### config.mk
export PLATFORM = sky130hd
export DESIGN_NAME = seq_divider
export DESIGN_NICKNAME = d
export VERILOG_FILES = /design/src/rtl/seq_divider.sv
export SDC_FILE = /design/constraint.sdc
export NUM_CORES = 1
export LEC_CHECK = 0
export ABC_AREA = 1
export BUFFER_PORTS_ARGS = -buffer_cell sky130_fd_sc_hd__buf_2
export CAP_MARGIN = 20
export CORE_ASPECT_RATIO = 0.6
export CORE_MARGIN = 2
export CORE_UTILIZATION = 50
export CTS_CLUSTER_SIZE = 10
export DETAILED_ROUTE_END_ITERATION = 12
export GPL_TIMING_DRIVEN = 0
export HOLD_SLACK_MARGIN = 0.1
export PLACE_DENSITY = 0.8
export SETUP_SLACK_MARGIN = 0.2
export SYNTH_ARGS = -nofsm -noshare
export SYNTH_HDL_FRONTEND = slang
export SYNTH_SLANG_ARGS = --single-unit
### constraint.sdc
create_clock -name clk_i -period 1.8 [get_ports clk_i]
set_input_delay 0.27 -clock clk_i [delete_from_list [all_inputs] [get_ports clk_i]]
set_output_delay 0.27 -clock clk_i [all_outputs]
set_load 0.02 [all_outputs]
### src/rtl/seq_divider.sv
// rtl/seq_divider.sv - multi-cycle restoring divider (quotient/remainder); signed mode under SEQ_DIVIDER_SIGNED_EN
module seq_divider #(
    parameter int WIDTH = 32,
    parameter int CNT_W = 6
) (
    input  logic             clk_i,
    input  logic             rst_i,
    input  logic             start_i,
    input  logic             signed_i,
    input  logic [WIDTH-1:0] data1_in,
    input  logic [WIDTH-1:0] data2_in,
    output logic             busy_o,
    output logic             done_o,
    output logic [WIDTH-1:0] quot_o,
    output logic [WIDTH-1:0] rem_o,
    output logic             div_zero_o
);

    typedef enum logic [1:0] {
        S_IDLE,
        S_CALC,
        S_FIX,
        S_DONE
    } state_t;

    state_t state, state_nxt;

    logic [CNT_W-1:0] cnt;
    logic [WIDTH-1:0] rem_r;    // partial remainder
    logic [WIDTH-1:0] quo_r;    // dividend magnitude shifting out, quotient bits shifting in
    logic [WIDTH-1:0] div_r;    // divisor magnitude

    logic             div_by_zero;
    logic [WIDTH-1:0] mag_a;
    logic [WIDTH-1:0] mag_b;
    logic [WIDTH:0]   shifted;
    logic [WIDTH:0]   trial;
    logic             trial_ok;
    logic             last_iter;

    assign div_by_zero = (data2_in == '0);
    assign last_iter   = (cnt == CNT_W'(1));

    // WIDTH+1-bit trial subtraction so the shifted-out MSB is never lost
    assign shifted  = {rem_r, quo_r[WIDTH-1]};
    assign trial    = shifted - {1'b0, div_r};
    assign trial_ok = (shifted >= {1'b0, div_r});

`ifdef SEQ_DIVIDER_SIGNED_EN
    logic a_neg;
    logic b_neg;
    logic neg_q;    // quotient must be negated in FIX
    logic neg_r;    // remainder must be negated in FIX

    assign a_neg = signed_i & data1_in[WIDTH-1];
    assign b_neg = signed_i & data2_in[WIDTH-1];
    assign mag_a = a_neg ? (~data1_in + WIDTH'(1)) : data1_in;
    assign mag_b = b_neg ? (~data2_in + WIDTH'(1)) : data2_in;
`else
    logic unused_signed;

    assign unused_signed = signed_i;
    assign mag_a         = data1_in;
    assign mag_b         = data2_in;
`endif

    // State register
    always_ff @(posedge clk_i) begin
        if (!rst_i) begin
            state <= S_IDLE;
        end else begin
            state <= state_nxt;
        end
    end

    // Next-state logic and handshake outputs
    always_comb begin
        state_nxt = state;
        busy_o    = 1'b0;
        done_o    = 1'b0;
        case (state)
            S_IDLE: begin
                if (start_i) begin
                    // divide-by-zero skips CALC but still takes one busy cycle in FIX
                    state_nxt = div_by_zero ? S_FIX : S_CALC;
                end
            end
            S_CALC: begin
                busy_o = 1'b1;
                if (last_iter) begin
                    state_nxt = S_FIX;
                end
            end
            S_FIX: begin
                busy_o    = 1'b1;
                state_nxt = S_DONE;
            end
            S_DONE: begin
                done_o    = 1'b1;
                state_nxt = S_IDLE;
            end
            default: state_nxt = S_IDLE;
        endcase
    end

    // Operand capture, shift-and-subtract iterations and result write-back
    always_ff @(posedge clk_i) begin
        if (!rst_i) begin
            cnt        <= '0;
            rem_r      <= '0;
            quo_r      <= '0;
            div_r      <= '0;
            quot_o     <= '0;
            rem_o      <= '0;
            div_zero_o <= 1'b0;
`ifdef SEQ_DIVIDER_SIGNED_EN
            neg_q      <= 1'b0;
            neg_r      <= 1'b0;
`endif
        end else begin
            case (state)
                S_IDLE: begin
                    if (start_i) begin
                        div_zero_o <= div_by_zero;
                        div_r      <= mag_b;
                        if (div_by_zero) begin
                            // preload the fixed divide-by-zero result; FIX passes it through
                            cnt   <= '0;
                            rem_r <= data1_in;
                            quo_r <= '1;
`ifdef SEQ_DIVIDER_SIGNED_EN
                            neg_q <= 1'b0;
                            neg_r <= 1'b0;
`endif
                        end else begin
                            cnt   <= CNT_W'(WIDTH);
                            rem_r <= '0;
                            quo_r <= mag_a;
`ifdef SEQ_DIVIDER_SIGNED_EN
                            neg_q <= a_neg ^ b_neg;
                            neg_r <= a_neg;
`endif
                        end
                    end
                end
                S_CALC: begin
                    cnt <= cnt - CNT_W'(1);
                    if (trial_ok) begin
                        rem_r <= trial[WIDTH-1:0];
                        quo_r <= {quo_r[WIDTH-2:0], 1'b1};
                    end else begin
                        rem_r <= shifted[WIDTH-1:0];
                        quo_r <= {quo_r[WIDTH-2:0], 1'b0};
                    end
                end
                S_FIX: begin
`ifdef SEQ_DIVIDER_SIGNED_EN
                    quot_o <= neg_q ? (~quo_r + WIDTH'(1)) : quo_r;
                    rem_o  <= neg_r ? (~rem_r + WIDTH'(1)) : rem_r;
`else
                    quot_o <= quo_r;
                    rem_o  <= rem_r;
`endif
                end
                default: ;
            endcase
        end
    end

endmodule
==> results.cfg, run 1 <==
[outcome]
run_status = finished with violations
violations = setup timing

[clocking]
cts-root-buf = clkbuf_16
cts_buffers = 17
cts.htree.levels = 4
cts_tree = done
clock_sinks = 169
clock_latency_ns = 0.45
clkSlewWorstSetupHoldPaths_ns = 0.06
clockBufferDepth = 2

[cells_and_area]
multi_input_area_sq_um = 6410
num-fill-cells = 1573
drive_above_1_share = 0.321
nets = 1882
regArea_sq_um = 3490
stdcell_area_sq_um = 13600
fin_util = 0.710
area_delta_synth_final_pct = 38.7
antennaDiodeCount = 0

[drt]
drt-met1-wl_um = 17100
viasPerCell = 5.61
topRoutingLayerUsed = met5
wl_per_cell_um = 18.8
route.detailed.drc = 0
ant_nets = 0
met3WireLength_um = 5970
via_count = 11500
drt_iter0_markers = 1655
drt_wl_total_um = 38600
dr.pass1.iters = 6
wl_met2_um = 14600

[yosys]
synth_ff_type = dfxtp_1
synth-simple-area-share = 0.297
synth_top_area_share = 0.346
yosysWarningCount = 0
synth_xor_area_frac = 0.0125
synth_top_family_by_area = simple AND/OR/NAND/NOR gates
ys_async_sr_fraction = 0
yosysTopAreaCell = dfxtp_1
synth.area.mux_share = 0
ys_ff_latch = 169
avgSynthCellArea_sq_um = 6.31
yosysUniqueCellTypes = 37
syn-num-nets = 1658
synth-compound-area-share = 0.171
synthCells = 1551
syn-cell-area_sq_um = 9790
synth_edf_count = 0
synth_area_leaders = dfxtp_1 (35%), nand2_1 (13%), o21ai_0 (9.1%), inv_1 (8.9%), nor2_1 (7.6%)
synth_seq_area_share = 0.346
synth_fa_ha_area_frac = 0.0506

[timing]
report.final.slew_viol_count = 0
finalClockSkew_ns = 0.00901
worst_slew_pin_slew_ns = 0.813
fin_crit_ns = 2.20
slew_headroom = 0.458
hold_viol_final = 0
fin_crit_sh = 1.22
setup_viol = 34
finalWorstSetupSlack_ns = -0.401
rsz0062_at_grt = yes
fmaxAchievable_mhz = 454

[die]
start_util = 0.512
chipWidth_um = 185
num_io_pins = 135
fp-row-count = 39
core_area_sq_um = 19100
die_h_um = 112
die-area_sq_um = 20700

[placement]
port_buffers = 132
dpl_cell_area_sq_um = 11300
dp_hpwl_um = 28400
gp_congestion = 1.06

[setup_path]
crit_type = register to register
cpMostUsedCell = nand2_2
cp.arrival_ns = 2.56
cp_max_fo = 10
crit_chain = ha_4 -> nand2_4 -> inv_4 -> a21oi_4 -> nand2_2 -> nand2_2 -> nand2_2 -> a21oi_4 -> nand2_8 -> buf_8 -> nand3_1 -> nand2_1 -> a21oi_1
endpoint_kind = register
critPathSlowestCell = dfxtp_4
start_kind = register
cp.required_ns = 2.16
cp_slowest_stage_delay_ns = 0.37

[job]
maxCapViolCount = 0

[global_route]
track_usage = 0.354
grt_first_pass_wirelength_um = 55700
antenna_found_initial = 0
grt_remaining_overflow = 0
grt_pass1_vias = 9944
grt_max_degree = 17

[worst_hold_path]
worstHoldPathType = input port to register
## through the flow
stage	hold slack (ns)	setup TNS (ns)	setup slack, ns	cells
floorplan	0.433	-0.0868	-0.0324	1551
finish	0.105	-11.59	-0.401	2053
CTS	0.117	-7.84	-0.288	2013
global placement	0.464	-60.82	-0.704	1949
detailed placement	0.476	-65.48	-0.735	1949
global route	0.132	-13.49	-0.467	2053
## timing repair
action,4_1_cts,5_1_grt
pin swaps,39,76
endpoints found under the setup margin,170,125
gates cloned,1,2
hold buffers,1,0
endpoints found under the hold margin,1,0
buffers inserted,31,38
gates resized for setup,191,223
## logic make-up (layout without fill, tap and decap cells)
group / after synthesis / in the layout
compound gates: 320 / 320
xor+xnor: 14 / 14
fa+ha+maj: 39 / 39
buf+inv: 310 / 546
flops: 169 / 169
simple gates: 699 / 699
## critical path, delay by kind of cell, from the launching register on
kind                     cells  cell delay, ns
AO/OA/AOI/OAI                3            0.60
buffers and inverters        2            0.22
AND/OR/NAND/NOR              7            0.65
flip-flops                   1            0.37
adder cells (fa/ha/maj)      1            0.27
## sequential cells by signal, indices dropped and copies added, names as in the netlist
name,cells
div_r,32
quo_r,32
rem_o,32
state,2
div_zero_o,1
cnt,6
rem_r,32
quot_o,32
## cells in the final DEF, fill, tap and decap left out, types with 21 or more instances in the layout
master    netlist  layout
a21oi_1       105      90
nand2_2         4      59
nand2_1       351     279
dfxtp_4         0      21
inv_1         233     201
nand3_1        80      54
dfxtp_2         0      26
buf_2          10     136
clkbuf_1       55      23
ha_4            0      36
o21ai_0       177     149
nor2_1        198     172
nand4_1        30      30
dfxtp_1       169     122
buf_6           3      22
buf_4           1      67
o22ai_1        26      25
o21ai_1         0      22
inv_2           3      29
## path summary, 6_finish.rpt
check                               from                endpoint  slack, ns  cells past startpoint
setup / recovery  rem_r[23]$_SDFFE_PN0P_  rem_r[27]$_SDFFE_PN0P_      -0.40                     13
hold / removal               data2_in[5]   div_r[5]$_SDFFE_PN0P_       0.11                      3
setup reg to reg  rem_r[23]$_SDFFE_PN0P_  rem_r[27]$_SDFFE_PN0P_      -0.40                     13
hold reg to reg   div_r[27]$_SDFFE_PN0P_  div_r[27]$_SDFFE_PN0P_       0.47                      2
## synth_stat cells, drive strengths merged (3+ instances only)
cell / instances
ha: 38
o22ai: 26
o21ai: 178
dfxtp: 169
nand4: 30
o21bai: 3
buf: 19
o21a: 4
nor2: 200
nand2: 356
inv: 236
nand3: 81
a21oi: 107
clkbuf: 55
or2: 8
nor3: 12
xor2: 13
nand3b: 9
## cell type report
class,instances,share of cell area
Buffer,74,0.0387
Clock buffer,20,0.0322
Clock inverter,11,0.0109
Inverter,236,0.0667
Multi-Input combinational cell,1072,0.472
Sequential cell,169,0.257
Tap cell,266,0.0245
Timing Repair Buffer,205,0.0975
## per-layer routing
layer,up-vias,GRT usage
met3,101,0.128
li1,5413,-
met5,-,0.0118
met2,782,0.461
met4,2,0.0942
met1,5226,0.538
Power of run 1 is left out: the tool's default activity adds up to more than one toggle a clock period on the data nets, which glitch-free logic cannot reach.
==> run 2, diff against run 1 <==
--- a/config.mk
+++ b/config.mk
@@ -15,7 +15,7 @@
 export DETAILED_ROUTE_END_ITERATION = 12
 export GPL_TIMING_DRIVEN = 0
 export HOLD_SLACK_MARGIN = 0.1
-export PLACE_DENSITY = 0.8
+export PLACE_DENSITY = 0.74
 export SETUP_SLACK_MARGIN = 0.2
 export SYNTH_ARGS = -nofsm -noshare
 export SYNTH_HDL_FRONTEND = slang
==> run 2 against run 1 <==
  * The run still ends with setup timing left
  * Utilization increased by 3.2 points
  * Hold slack got worse by 0.0076 ns
  * Register-to-register slack got worse by 0.05 ns
  * Clock skew increased by 0.00062 ns
  * First-iteration DRC count increased by 12%
  * Via count increased by 2.5%
  * Setup slack got worse by 0.046 ns
  * Critical path type unchanged
  * Non-clock buffer count increased by 11
==> results.cfg, run 2 (same netlist as run 1, synthesis figures left out) <==
[drt]
drt_wl_total_um = 40400
ant_nets = 0
wl_per_cell_um = 19.5
route.detailed.drc = 0
dr.pass1.iters = 9
viasPerCell = 5.72
drt_iter0_markers = 1858
via_count = 11800

[setup_path]
path_buf_inv = 3
cpLargestDelayFamily = simple AND/OR/NAND/NOR gates
cp_max_fo = 6
cp.arrival_ns = 2.64
crit_type = register to register
cp_slowest_stage_delay_ns = 0.37
crit_chain = ha_4 -> nand2_4 -> nor2_4 -> nand2_1 -> nor2_1 -> nand2_2 -> nand2_2 -> a21oi_4 -> buf_12 -> nand2_8 -> buf_8 -> nand3_1 -> nand3b_1 -> nand2_1 -> inv_1
critPathSlowestCell = dfxtp_4
start_kind = register
startpoint = rem_r[5]$_SDFFE_PN0P_
r2r_start = rem_r[5]$_SDFFE_PN0P_
endpoint_kind = register
cp.required_ns = 2.20

[timing]
fmaxAchievable_mhz = 445
fin_crit_sh = 1.25
hold_viol_final = 0
report.final.slew_viol_count = 0
worst_slew_pin_slew_ns = 0.809
finalWorstSetupSlack_ns = -0.447
rsz0062_at_grt = yes
slew_headroom = 0.460
fin_crit_ns = 2.25
finalClockSkew_ns = 0.00964
setup_viol = 42

[cells_and_area]
final_cell_mix = nand2_1 (266), inv_1 (199), nor2_1 (172)
area_delta_synth_final_pct = 45.0
antennaDiodeCount = 0
drive_above_1_share = 0.358
num-fill-cells = 1527
nets = 1894
stdcell_area_sq_um = 14200
final_common_cell = nand2_1

[clocking]
cts.htree.levels = 4
clockBufferDepth = 2
clock_sinks = 169
cts-root-buf = clkbuf_16
cts_buffers = 17
clock_latency_ns = 0.45
cts_tree = done
clkSlewWorstSetupHoldPaths_ns = 0.07

[placement]
dp_hpwl_um = 28500
port_buffers = 132
gp_congestion = 0.994
dpl_cell_area_sq_um = 11300

[job]
maxCapViolCount = 0

[die]
num_io_pins = 135
start_util = 0.512
fp-row-count = 39
die-area_sq_um = 20700
chipWidth_um = 185
die_h_um = 112
core_area_sq_um = 19100

[global_route]
antenna_found_initial = 0
track_usage = 0.362
grt_remaining_overflow = 0
grt_first_pass_wirelength_um = 56900
grt_max_degree = 17
grt_pass1_vias = 10100

[outcome]
violations = setup timing
run_status = finished with violations

[worst_hold_path]
min_from = data2_in[20]
worstHoldPathType = input port to register
-- run 2: area by class of cell --
cell class              count  area, sq um  share of cell area
plain buffers              74          566              0.0399
clock buffers              23          488              0.0344
repair buffers            216         1520               0.107
clock inverters             9         63.8             0.00450
flip-flops and latches    169         3490               0.246
well taps                 266          333              0.0235
multi-input cells        1073         6820               0.480
inverters                 236          906              0.0638
-- run 2: worst min-delay path, stage by stage --
cell,delay (ns)
buf_2,0.09
o21ai_1,0.06
a21oi_1,0.10
-- run 2: worst paths after layout --
path	cells past startpoint	endpoint	slack, ns
max	15	rem_r[15]$_SDFFE_PN0P_	-0.45
min	3	div_r[20]$_SDFFE_PN0P_	0.1
max reg2reg	15	rem_r[15]$_SDFFE_PN0P_	-0.45
min reg2reg	2	div_r[24]$_SDFFE_PN0P_	0.48
-- run 2: metrics by stage --
stage                     utilization  TNS [ns]  setup WS (ns)  hold WS, ns  instances
final                           0.742    -11.08         -0.447       0.0975       2066
after global routing            0.742    -13.98         -0.502        0.135       2066
after CTS                       0.669    -10.11         -0.344        0.106       2015
after detailed placement        0.591    -65.94         -0.708        0.468       1949
after global placement          0.591    -60.39         -0.696        0.466       1949
after floorplan                     -   -0.0868        -0.0324        0.433       1551
-- run 2: per-layer routing --
metal	vias up	track usage	wire length, um
met5	-	0	53
met4	2	0.0905	1010
met3	117	0.131	5930
met2	819	0.471	15500
met1	5418	0.553	17900
li1	5458	-	-
-- run 2: repair_timing --
| action | 4_1_cts | 5_1_grt |
|---|---|---|
| endpoints found under the setup margin | 170 | 71 |
| endpoints found under the hold margin | 0 | 0 |
| hold buffers | 0 | 0 |
| setup buffers | 32 | 44 |
| cloned | 2 | 7 |
| resized for setup | 207 | 300 |
| pin swaps | 41 | 113 |
Power of run 2 is left out for the same reason.
==> run 3, diff against run 2 <==
--- a/config.mk
+++ b/config.mk
@@ -15,7 +15,7 @@
 export DETAILED_ROUTE_END_ITERATION = 12
 export GPL_TIMING_DRIVEN = 0
 export HOLD_SLACK_MARGIN = 0.1
-export PLACE_DENSITY = 0.74
+export PLACE_DENSITY = 0.71
 export SETUP_SLACK_MARGIN = 0.2
 export SYNTH_ARGS = -nofsm -noshare
 export SYNTH_HDL_FRONTEND = slang
==> constraint.sdc (replaced) <==
create_clock -name clk_i -period 2.2 [get_ports clk_i]
set_input_delay 0.33 -clock clk_i [delete_from_list [all_inputs] [get_ports clk_i]]
set_output_delay 0.33 -clock clk_i [all_outputs]
set_load 0.02 [all_outputs]
==> run 3 against run 2 <==
  * The run still ends with setup timing left
  * Via count is 2.2% lower
  * First-iteration DRC count is 18% lower
  * Clock skew hardly changed
  * Critical path type unchanged
  * Largest cell class unchanged
==> results.cfg, run 3 (same netlist as run 1, synthesis figures left out) <==
[timing]
fmaxAchievable_mhz = 452
slew_headroom = 0.479
finalSetupTns_ns = -0.0118
hold_viol_final = 0
fin_crit_ns = 2.21
report.final.slew_viol_count = 0
setup_viol = 1
finalClockSkew_ns = 0.00976
finalWorstSetupSlack_ns = -0.0118
fin_crit_sh = 1.01
rsz0062_at_grt = yes
worst_slew_pin_slew_ns = 0.781

[global_route]
antenna_found_initial = 1
grt_pass1_vias = 10300
grt_max_degree = 17
track_usage = 0.370
grt_first_pass_wirelength_um = 57800
grt_remaining_overflow = 0

[worst_hold_path]
worstHoldPathType = input port to register

[placement]
dpl_cell_area_sq_um = 10800
port_buffers = 132
dp_hpwl_um = 28200
gp_congestion = 1.01

[die]
fp-row-count = 39
core_area_sq_um = 19100
die-area_sq_um = 20700
start_util = 0.512
num_io_pins = 135
die_h_um = 112
chipWidth_um = 185

[setup_path]
cp.arrival_ns = 2.60
start_kind = register
crit_type = register to register
cp.required_ns = 2.59
cp_max_fo = 6
endpoint_kind = register

[drt]
via_count = 11600
viasPerCell = 5.60
wl_per_cell_um = 18.7
drt_wl_total_um = 38700
route.detailed.drc = 0
ant_nets = 0
dr.pass1.iters = 6
drt_iter0_markers = 1521

[cells_and_area]
drive_above_1_share = 0.310
final_common_cell = nand2_1
area_delta_synth_final_pct = 37.9
final_cell_mix = nand2_1 (287), inv_1 (202), nor2_1 (177)
stdcell_area_sq_um = 13500
nets = 1891

[outcome]
run_status = finished with violations
violations = setup timing

[clocking]
clkSlewWorstSetupHoldPaths_ns = 0.07
cts.htree.levels = 4
cts_tree = done
clock_latency_ns = 0.45
clock_sinks = 169
clockBufferDepth = 2
cts_buffers = 17
cts-root-buf = clkbuf_16

[job]
maxCapViolCount = 0
run 3: cell count changes in the layout (fill, tap and decap cells not counted), sizes merged:
cell	delta
buf	-1
bufinv	+1
clkinvlp	-1
diode	+1
inv	-1
nand2	-1
run 3: repair_timing:
action,4_1_cts,5_1_grt
cloned,3,0
setup endpoints to repair,142,136
buffers inserted,75,4
hold buffers,0,0
gates resized for setup,326,86
pin swaps,87,33
run 3: metrics by stage:
stage | utilization | hold WS, ns | std cells | setup WS [ns]
2_1_floorplan | - | 0.433 | 1551 | 0.216
3_3_place_gp | 0.564 | 0.449 | 1949 | -0.413
3_5_place_dp | 0.564 | 0.454 | 1949 | -0.459
4_1_cts | 0.692 | 0.165 | 2059 | 0.0735
5_1_grt | 0.705 | 0.204 | 2063 | -0.114
6_report | 0.705 | 0.176 | 2064 | -0.0118
run 3: worst max-delay path: stages (launching register included):
cell and delay [ns]:
dfxtp_4 0.37, ha_4 0.33, nand2_4 0.07, nor2_4 0.16, nand2_1 0.07, nor2_1 0.11
nand2_2 0.09, nand2_2 0.10, a21oi_4 0.06, buf_12 0.13, nand2_8 0.10, buf_6 0.11
buf_6 0.12, nand3_2 0.07, nand3b_1 0.12, nand2_1 0.07, inv_1 0.05
run 3: area by class of cell:
type / instances / area (sq um)
Multi-Input combinational cell: 1072 / 6410
Fill cell: 1679 / 5630
Sequential cell: 169 / 3490
Timing Repair Buffer: 214 / 1390
Inverter: 236 / 888
Clock buffer: 24 / 502
Buffer: 74 / 395
Tap cell: 266 / 333
Clock inverter: 8 / 85.1
Antenna cell: 1 / 2.50
run 3: routing by layer:
metal,track usage,vias to the layer above,share of wire
met5,0,-,0
met4,0.0884,0,0.018
met1,0.548,5302,0.45
met2,0.483,736,0.38
li1,-,5437,-
met3,0.163,75,0.15
run 3: path summary, 6_finish.rpt:
path	from	end	slack (ns)	depth (start not counted)
worst min register to register	div_r[9]$_SDFFE_PN0P_	div_r[9]$_SDFFE_PN0P_	0.48	2
worst min-delay path	data2_in[16]	div_r[16]$_SDFFE_PN0P_	0.18	3
worst max-delay path	rem_r[23]$_SDFFE_PN0P_	rem_r[1]$_SDFFE_PN0P_	-0.01	16
worst max register to register	rem_r[23]$_SDFFE_PN0P_	rem_r[1]$_SDFFE_PN0P_	-0.01	16
Power of run 3 is left out for the same reason.
